<file path="src/rtl/seq_acorr_driver.sv">
// -----------------------------------------------------------------------------
// seq_acorr_driver
//
// Front-end sequencer for the sequence-search correlator. It latches one
// candidate binary sequence S and issues one cyclic shift per cycle to the
// correlator: corr_a = S and corr_b = S rotated right by k, for
// k = 1..SEQ_WIDTH-1. The signed 8-bit score returned for each shift is
// folded into two merit figures: the sidelobe energy (sum of P_k^2) and the
// peak sidelobe magnitude (max |P_k|).
//
// Ports
//   clk     in   1          clock
//   rst     in   1          synchronous reset, active-high
//   start   in   1          one-cycle request to evaluate seq_in (IDLE only)
//   seq_in  in   SEQ_WIDTH  candidate sequence, sampled on an accepted start
//   busy    out  1          evaluation in progress (through the done cycle)
//   done    out  1          one-cycle pulse; energy/peak valid from here
//   corr_a  out  SEQ_WIDTH  correlator input a (latched sequence S)
//   corr_b  out  SEQ_WIDTH  correlator input b (S rotated right by k)
//   corr_z  in   8          correlator score, signed two's complement
//   energy  out  32         sum over k of P_k^2
//   peak    out  8          max over k of |P_k|
// -----------------------------------------------------------------------------
module seq_acorr_driver #(
   parameter int SEQ_WIDTH    = 8,
   parameter int CORR_LATENCY = 1
) (
   input  logic                  clk,
   input  logic                  rst,
   input  logic                  start,
   input  logic [SEQ_WIDTH-1:0]  seq_in,
   output logic                  busy,
   output logic                  done,
   output logic [SEQ_WIDTH-1:0]  corr_a,
   output logic [SEQ_WIDTH-1:0]  corr_b,
   input  logic signed [7:0]     corr_z,
   output logic [31:0]           energy,
   output logic [7:0]            peak
);

   localparam int KW = $clog2(SEQ_WIDTH);
   localparam logic [KW-1:0] K_LAST   = KW'(SEQ_WIDTH - 1);
   localparam logic [KW-1:0] CAP_LAST = KW'(SEQ_WIDTH - 2);

   typedef enum logic [1:0] {
      S_IDLE,
      S_ISSUE,
      S_DRAIN,
      S_DONE
   } state_t;

   state_t r_state;
   state_t w_next;

   // |z| as an 8-bit unsigned value; -128 maps to 128 without overflow.
   function automatic logic [7:0] abs8(input logic signed [7:0] z);
      logic [7:0] u;
      u = z;
      return z[7] ? (~u + 8'd1) : u;
   endfunction

   // Square of a magnitude; at most 128*128 = 16384, so 16 bits suffice.
   function automatic logic [15:0] sq16(input logic [7:0] m);
      return {8'd0, m} * {8'd0, m};
   endfunction

   // Rotate right by one: result[i] = v[(i+1) mod N].
   function automatic logic [SEQ_WIDTH-1:0] rotr1(input logic [SEQ_WIDTH-1:0] v);
      return {v[0], v[SEQ_WIDTH-1:1]};
   endfunction

   logic [SEQ_WIDTH-1:0]    r_corr_a;
   logic [SEQ_WIDTH-1:0]    r_corr_b;
   logic [KW-1:0]           r_k;
   logic [KW-1:0]           r_ncap;
   logic [CORR_LATENCY-1:0] r_vld_p;
   logic [31:0]             r_energy;
   logic [7:0]              r_peak;

   logic                    w_issue_p0;
   logic                    w_cap;
   logic [7:0]              w_mag_p1;
   logic [15:0]             w_sq_p1;

   // ---- stage p0: shift k is on corr_a/corr_b this cycle ----
   assign w_issue_p0 = (r_state == S_ISSUE);

   // ---- stage p1: the score for the shift issued CORR_LATENCY cycles ago ----
   assign w_cap    = r_vld_p[CORR_LATENCY-1];
   assign w_mag_p1 = abs8(corr_z);
   assign w_sq_p1  = sq16(w_mag_p1);

   always_ff @(posedge clk) begin
      if (rst) begin
         r_state <= S_IDLE;
      end else begin
         r_state <= w_next;
      end
   end

   always_comb begin
      w_next = r_state;
      busy   = 1'b1;
      done   = 1'b0;
      case (r_state)
         S_IDLE: begin
            busy = 1'b0;
            if (start) begin
               w_next = S_ISSUE;
            end
         end
         S_ISSUE: begin
            if (r_k == K_LAST) begin
               w_next = S_DRAIN;
            end
         end
         S_DRAIN: begin
            // r_ncap counts scores already taken; this capture is the last one.
            if (w_cap && (r_ncap == CAP_LAST)) begin
               w_next = S_DONE;
            end
         end
         S_DONE: begin
            done   = 1'b1;
            w_next = S_IDLE;
         end
         default: begin
            w_next = S_IDLE;
         end
      endcase
   end

   always_ff @(posedge clk) begin
      if (rst) begin
         r_corr_a <= '0;
         r_corr_b <= '0;
         r_k      <= '0;
         r_ncap   <= '0;
         r_vld_p  <= '0;
         r_energy <= '0;
         r_peak   <= '0;
      end else begin
         r_vld_p[0] <= w_issue_p0;
         for (int j = 1; j < CORR_LATENCY; j++) begin
            r_vld_p[j] <= r_vld_p[j-1];
         end

         if (w_cap) begin
            r_energy <= r_energy + {16'd0, w_sq_p1};
            if (w_mag_p1 > r_peak) begin
               r_peak <= w_mag_p1;
            end
            r_ncap <= r_ncap + KW'(1);
         end

         case (r_state)
            S_IDLE: begin
               if (start) begin
                  // corr_b is preloaded with shift 1 so it is presented in
                  // the very next cycle.
                  r_corr_a <= seq_in;
                  r_corr_b <= rotr1(seq_in);
                  r_k      <= KW'(1);
                  r_ncap   <= '0;
                  r_energy <= '0;
                  r_peak   <= '0;
               end
            end
            S_ISSUE: begin
               // Each further shift is one more rotation of the current
               // corr_b; after the last shift corr_a/corr_b simply hold.
               if (r_k != K_LAST) begin
                  r_corr_b <= rotr1(r_corr_b);
                  r_k      <= r_k + KW'(1);
               end
            end
            default: begin
            end
         endcase
      end
   end

   assign corr_a = r_corr_a;
   assign corr_b = r_corr_b;
   assign energy = r_energy;
   assign peak   = r_peak;

endmodule
</file>
<file path="config.mk">
export PLATFORM = sky130hd
export DESIGN_NAME = seq_acorr_driver
export DESIGN_NICKNAME = d
export VERILOG_FILES = /design/src/rtl/seq_acorr_driver.sv
export SDC_FILE = /design/constraint.sdc
export NUM_CORES = 1
export LEC_CHECK = 0
export ABC_CLOCK_PERIOD_IN_PS = 12400
export CAP_MARGIN = 30
export CORE_MARGIN = 2
export CORE_UTILIZATION = 45
export CTS_CLUSTER_SIZE = 25
export DETAILED_ROUTE_END_ITERATION = 10
export PLACE_DENSITY = 0.68
export SYNTH_ARGS = -nofsm -noshare
export SYNTH_HDL_FRONTEND = slang
export SYNTH_SLANG_ARGS = --single-unit
export TNS_END_PERCENT = 100
</file>
<file path="constraint.sdc">
create_clock -name clk -period 12.4 [get_ports clk]
set_clock_uncertainty 0.05 [all_clocks]
set_input_delay 2.48 -clock clk [delete_from_list [all_inputs] [get_ports clk]]
set_output_delay 2.48 -clock clk [all_outputs]
set_load 0.01 [all_outputs]
</file>
# == Word-level counts from Yosys, hierarchy flattened ==
# Index checks and enable logic that the tools add are counted.
# op_classes
add_sub_neg,4
mul,1
n_div,0
n_lt_le_gt_ge,1
n_eq_ne,10
shift,0
n_mux,23
bitwise_logic,1
n_reduce_logical,6
# op_table
operator,count
2-to-1 mux 32 bit,3
2-to-1 mux 8 bit,7
adder 32 x 16 -> 32 bit,1
multiplier 8 x 8 -> 16 bit,1
one-hot mux 8 bit (2 select lines),1
2-to-1 mux 3 bit,5
"adder 8 x 1 -> 8 bit, second input constant",1
greater-than comparator 8 bit,1
NOT 8 bit,1
one-hot mux 2 bit (4 select lines),1
"adder 3 x 1 -> 3 bit, second input constant",2
"== test 3 bit, second input constant",2
2-to-1 mux 2 bit,3
one-hot mux 3 bit (2 select lines),1
AND reduction 3 bit,2
"== test 2 bit, second input constant",2
"inequality test 2 x 1 -> 1 bit, second input constant",2
"inequality test 2 bit, second input constant",2
"inequality test 3 bit, second input constant",1
"== test 2 x 1 -> 1 bit, second input constant",1
zero test 2 bit,1
2-to-1 mux 1 bit,2
AND reduction 2 bit,1
nonzero test 2 bit,1
logical AND 1 bit,1
# word_totals
regBits,65
latchBits,0
ramBits,0
rom_bits,0
input_bits,19
out_inout_bits,58
wordCells,54
memories,0

# == Logic depth before layout (Yosys ltp) ==
# depth
word_depth,8
ltp_mapped,22
depth_no_buf,22

# == Least setup slack after synthesis ==
# OpenSTA, ideal clock, no wires.
# synth_path
path_type,input to register
from,input corr_z[4]
to,"register r_energy[21], in the netlist energy[21]"
setup_ns,0.128
arrival_ns,7.172
t_required_ns,12.222
slack_ns,5.050
stages,21
n_path_buf,1
path_cell_list,or3_4 -> nor3_2 -> nand2b_1 -> xor2_2 -> inv_2 -> nand2_1 -> inv_1 -> fa_1 -> fa_1 -> fa_1 -> inv_1 -> fa_1 -> inv_1 -> ha_1 -> buf_4 -> a21oi_1 -> o21a_1 -> o22ai_1 -> o31ai_1 -> xor2_1 -> nor2_1
# synth_between
elab_chain_len,8
# synth_rtl
element,line,text
from (decl),36,"input logic signed [7:0] corr_z,"
NOT 8 bit,59,return z[7] ? (~u + 8'd1) : u;
adder 8 x 1 -> 8 bit,59,
2-to-1 mux 8 bit (*),59,
multiplier 8 x 8 -> 16 bit (*),64,"return {8'd0, m} * {8'd0, m};"
adder 32 x 16 -> 32 bit (*),149,"r_energy <= r_energy + {16'd0, w_sq_p1};"
2-to-1 mux 32 bit (*),148,if (w_cap) begin
2-to-1 mux 32 bit,158,if (start) begin
2-to-1 mux 32 bit (*),156,case (r_state)
to (signal assigned),149,
to (decl),77,logic [31:0] r_energy;
# Every way passes the cells marked *; elsewhere a longest branch is shown, timed or not.
# A chain may end at the register's enable or synchronous reset.

# == Worst setup path in the final report ==
# layout_path
from,input corr_z[0]
to,"register r_energy[21], in the netlist energy[21]"
# The elaborated chain is that of the path after synthesis.

==> results.sh <==
export IMPL_crit_buf_inv=7
export IMPL_slew_headroom=0.3896
export IMPL_port_buffers=76
export IMPL_drive_above_1_share=0.05548
export IMPL_grt_total_usage=0.2069
export IMPL_synth_seq_cells=65
export IMPL_setup_tns_ps=0
export IMPL_hpwl_um=9635
export IMPL_hold_start="corr_a[2]"
export IMPL_power_w=0.001427
export IMPL_synth_cell_types=61
export IMPL_finalHoldViolCount=0
export IMPL_ys_flop_type="dfxtp_1"
export IMPL_start_util=0.4594
export IMPL_die_area_mm2=0.01316
export IMPL_hold_buffers=0
export IMPL_syn_area_per_cell_um2=8.568
export IMPL_status="complete, no violations"
export IMPL_worstSkewPairLatency_ps=340
export IMPL_wl_met3_um=531
export IMPL_wl_met1_um=5871
export IMPL_cp_required_ps=12560
export IMPL_yosysSeqAreaShare=0.2358
export IMPL_clock_sinks=65
export IMPL_netlist_instances=644
export IMPL_clockBufferDepth=2
export IMPL_holdWs_ps=412.0
export IMPL_numCtsBuffers=9
export IMPL_period_minus_slack_ps=8370
export IMPL_rsz0062_at_grt="false"
export IMPL_grt_pass1_vias=4623
export IMPL_grt_max_degree=41
export IMPL_mappedNetlistArea_mm2=0.005518
export IMPL_clock_fmax_mhz=119.5
export IMPL_p_per_area_mw_per_mm2=213.4
export IMPL_clk_pin_slew_ps=60
export IMPL_die_width_um=114.7
export IMPL_post_cts_buffers=0
export IMPL_wl_um=12580
export IMPL_fin_crit_sh=0.6750
export IMPL_top_layer_used="met4"
export IMPL_drt_pre_antenna_iters=4
export IMPL_worst_pin_slew_ps=915.6
export IMPL_regToRegStartpoint="energy[7]"
export IMPL_rrSetupSlack_ps=7970
export IMPL_cts_resized=0
export IMPL_wl_met2_um=6010
export IMPL_reg2reg_to="energy[16]"
export IMPL_synth_edff_count=0
export IMPL_crit_family="adder cells"
export IMPL_cts_tree="yes"
export IMPL_antenna_found_initial=0
export IMPL_fin_nets=833
export IMPL_crit_fanout=8
export IMPL_slowest_delay_ps=580
export IMPL_worstHoldPathType="flop to flop"
export IMPL_synthArstFlopShare=0
export IMPL_antennaDiodeCount=0
export IMPL_rows=40
export IMPL_ir_worst_vdd_mv=0.1217
export IMPL_path_cells="clkdlybuf4s50_1, inv_1, ha_1, inv_1, o31ai_1, xor2_1, inv_1, nand2_1, inv_1, fa_1, fa_1, fa_1, inv_1, fa_1, inv_1, ha_1, a21oi_1, o21a_1, o22ai_1, o31ai_1, xor2_1, nor2_1"
export IMPL_yosys_warnings=0
export IMPL_wire_per_inst_um=14.49
export IMPL_avgViaCountPerCell=5.190
export IMPL_htreeDepth=3
export IMPL_crit_path_start_kind="input pin"
export IMPL_whs_path_depth=2
export IMPL_syn2layout_area_growth_pct=21.18
export IMPL_coreArea_mm2=0.01201
export IMPL_ff2ff_path_depth=15
export IMPL_slew_viol_final=0
export IMPL_crit_type="input pin to flop"
export IMPL_gp_congestion=0.8568
export IMPL_cts_root_buffer="clkbuf_16"
export IMPL_grt_overflow=0
export IMPL_hold_path_end="corr_a[2]"
export IMPL_critPathSlowestCell="clkdlybuf4s50_1"
export IMPL_dieHeight_um=114.7
export IMPL_via_count=4505
export IMPL_setup_slack_ps=4030
export IMPL_drtIter0Drc=202
export IMPL_dp_worst_setup_slack_ps=3731
export IMPL_grt_pass1_wl_um=21850
export IMPL_drc=0
export IMPL_endpoint_kind="flop"
export IMPL_power_leakage_nw=2.941
export IMPL_cp_common_cell="inv_1"
export IMPL_setup_viol=0
export IMPL_crit_arrival_ps=8530
export IMPL_io_pins=77
export IMPL_cap_viol_max_count=0
export IMPL_ant_nets=0
kinds of logic (layout without fill, tap and decap cells):
group	after synthesis	in the layout	synth area share
other	2	6	0.001361
and+or+nand+nor	182	182	0.1528
DFF	65	65	0.2358
buffers and inverters	124	197	0.09252
adders and majority gates	98	98	0.2739
AOI/OAI and AO/OA	114	114	0.1420
xor gates and xnor gates	36	36	0.05986
muxes	23	23	0.04172
worst register-to-register path, delay by kind of cell, from the launching register on:
family,cells,cell delay (ps)
AO/OA/AOI/OAI,4,890
adder cells (fa/ha/maj),5,2380
buffers and inverters,4,240
flip-flops,1,400
multiplexers,1,110
AND/OR/NAND/NOR,1,260
through the flow:
stage | utilization | cell area (µm²) | std cells
finish | 0.5567 | 6686 | 868
detailed placement | 0.5305 | 6372 | 852
global route | 0.5567 | 6686 | 868
floorplan | - | 5533 | 648
CTS | 0.5567 | 6686 | 868
global placement | 0.5305 | 6372 | 852
cell usage after synthesis, types with 2 or more instances:
library cell  instances  area (µm²)
o211ai_1              3       22.52
o211ai_2              2       25.02
ha_1                 60       750.7
nand2_1              37       138.9
clkinv_1              2       7.510
xor2_2                2       32.53
nand4_1               5       31.28
nand2b_1              6       37.54
dfxtp_1              65        1301
fa_1                 38       760.7
o21a_1                5       37.54
a221oi_1              2       17.52
clkbuf_1             12       45.04
xnor2_1              23       201.4
conb_1                2       7.510
o31ai_1               5       37.54
o21bai_1              2       15.01
nor2_1               75       281.5
nor3_1               15       75.07
a211oi_2              2       25.02
nand3_1              24       120.1
a211oi_1             15       112.6
inv_1                99       371.6
buf_2                 2       10.01
a21o_1                7       52.55
and3_1                5       31.28
xor2_1               11       96.34
a21oi_1              44       220.2
or3_1                 2       12.51
clkbuf_2              2       10.01
buf_1                 3       11.26
nor2b_1               3       18.77
o21ai_1               2       10.01
mux2i_1              23       230.2
o21ai_0              13       65.06
final cells by class:
class / instances / area [µm²]
fillers: 1131 / 5325
well taps: 147 / 183.9
clock buffers: 10 / 239.0
flip-flops and latches: 65 / 1301
inverters: 102 / 382.9
repair buffers: 79 / 783.3
multi-input cells: 459 / 3721
clock inverters: 6 / 75.07
state kept, by name, indices dropped and copies added (netlist names):
name and count:
energy 32, r_vld_p 1, r_ncap 3, corr_a 8, corr_b 8, r_state 2, peak 8, r_k 3
layer usage:
layer,GRT usage,vias to the layer above
met4,0.04980,0
met1,0.2647,2136
met2,0.3535,86
li1,-,2268
met3,0.05166,15
met5,0,-
how the worst max path moves through the flow:
stage,slack [ps],endpoint,cells past startpoint,from
after global routing,3700,energy[30],22,corr_z[0]
after global placement,3820,energy[21],22,corr_z[0]
after floorplan,5050,energy[21],21,corr_z[4]
after CTS,4070,energy[21],22,corr_z[0]
after detailed placement,3730,energy[21],22,corr_z[0]
final,4030,energy[21],22,corr_z[0]
power breakdown:
part	switching, W	internal (W)	total [W]
combinational	0.000515	0.000368	0.000883
sequential	0.0000299	0.000246	0.000275
clock	0.000105	0.000164	0.000269
total	0.000650	0.000777	0.00143
cell usage in the layout, fill, tap and decap left out, drive strengths merged, types with 8 or more instances in the layout:
cell type	n
a211oi	17
inv	102
nand2	38
o21ai	15
clkbuf	10
fa	38
xor2	13
a21o	8
nor2	75
ha	60
nor3	16
nand3	24
a21oi	45
clkdlybuf4s50	76
dfxtp	65
mux2i	23
xnor2	23
No activity file was read; power rests on OpenSTA's default activity.
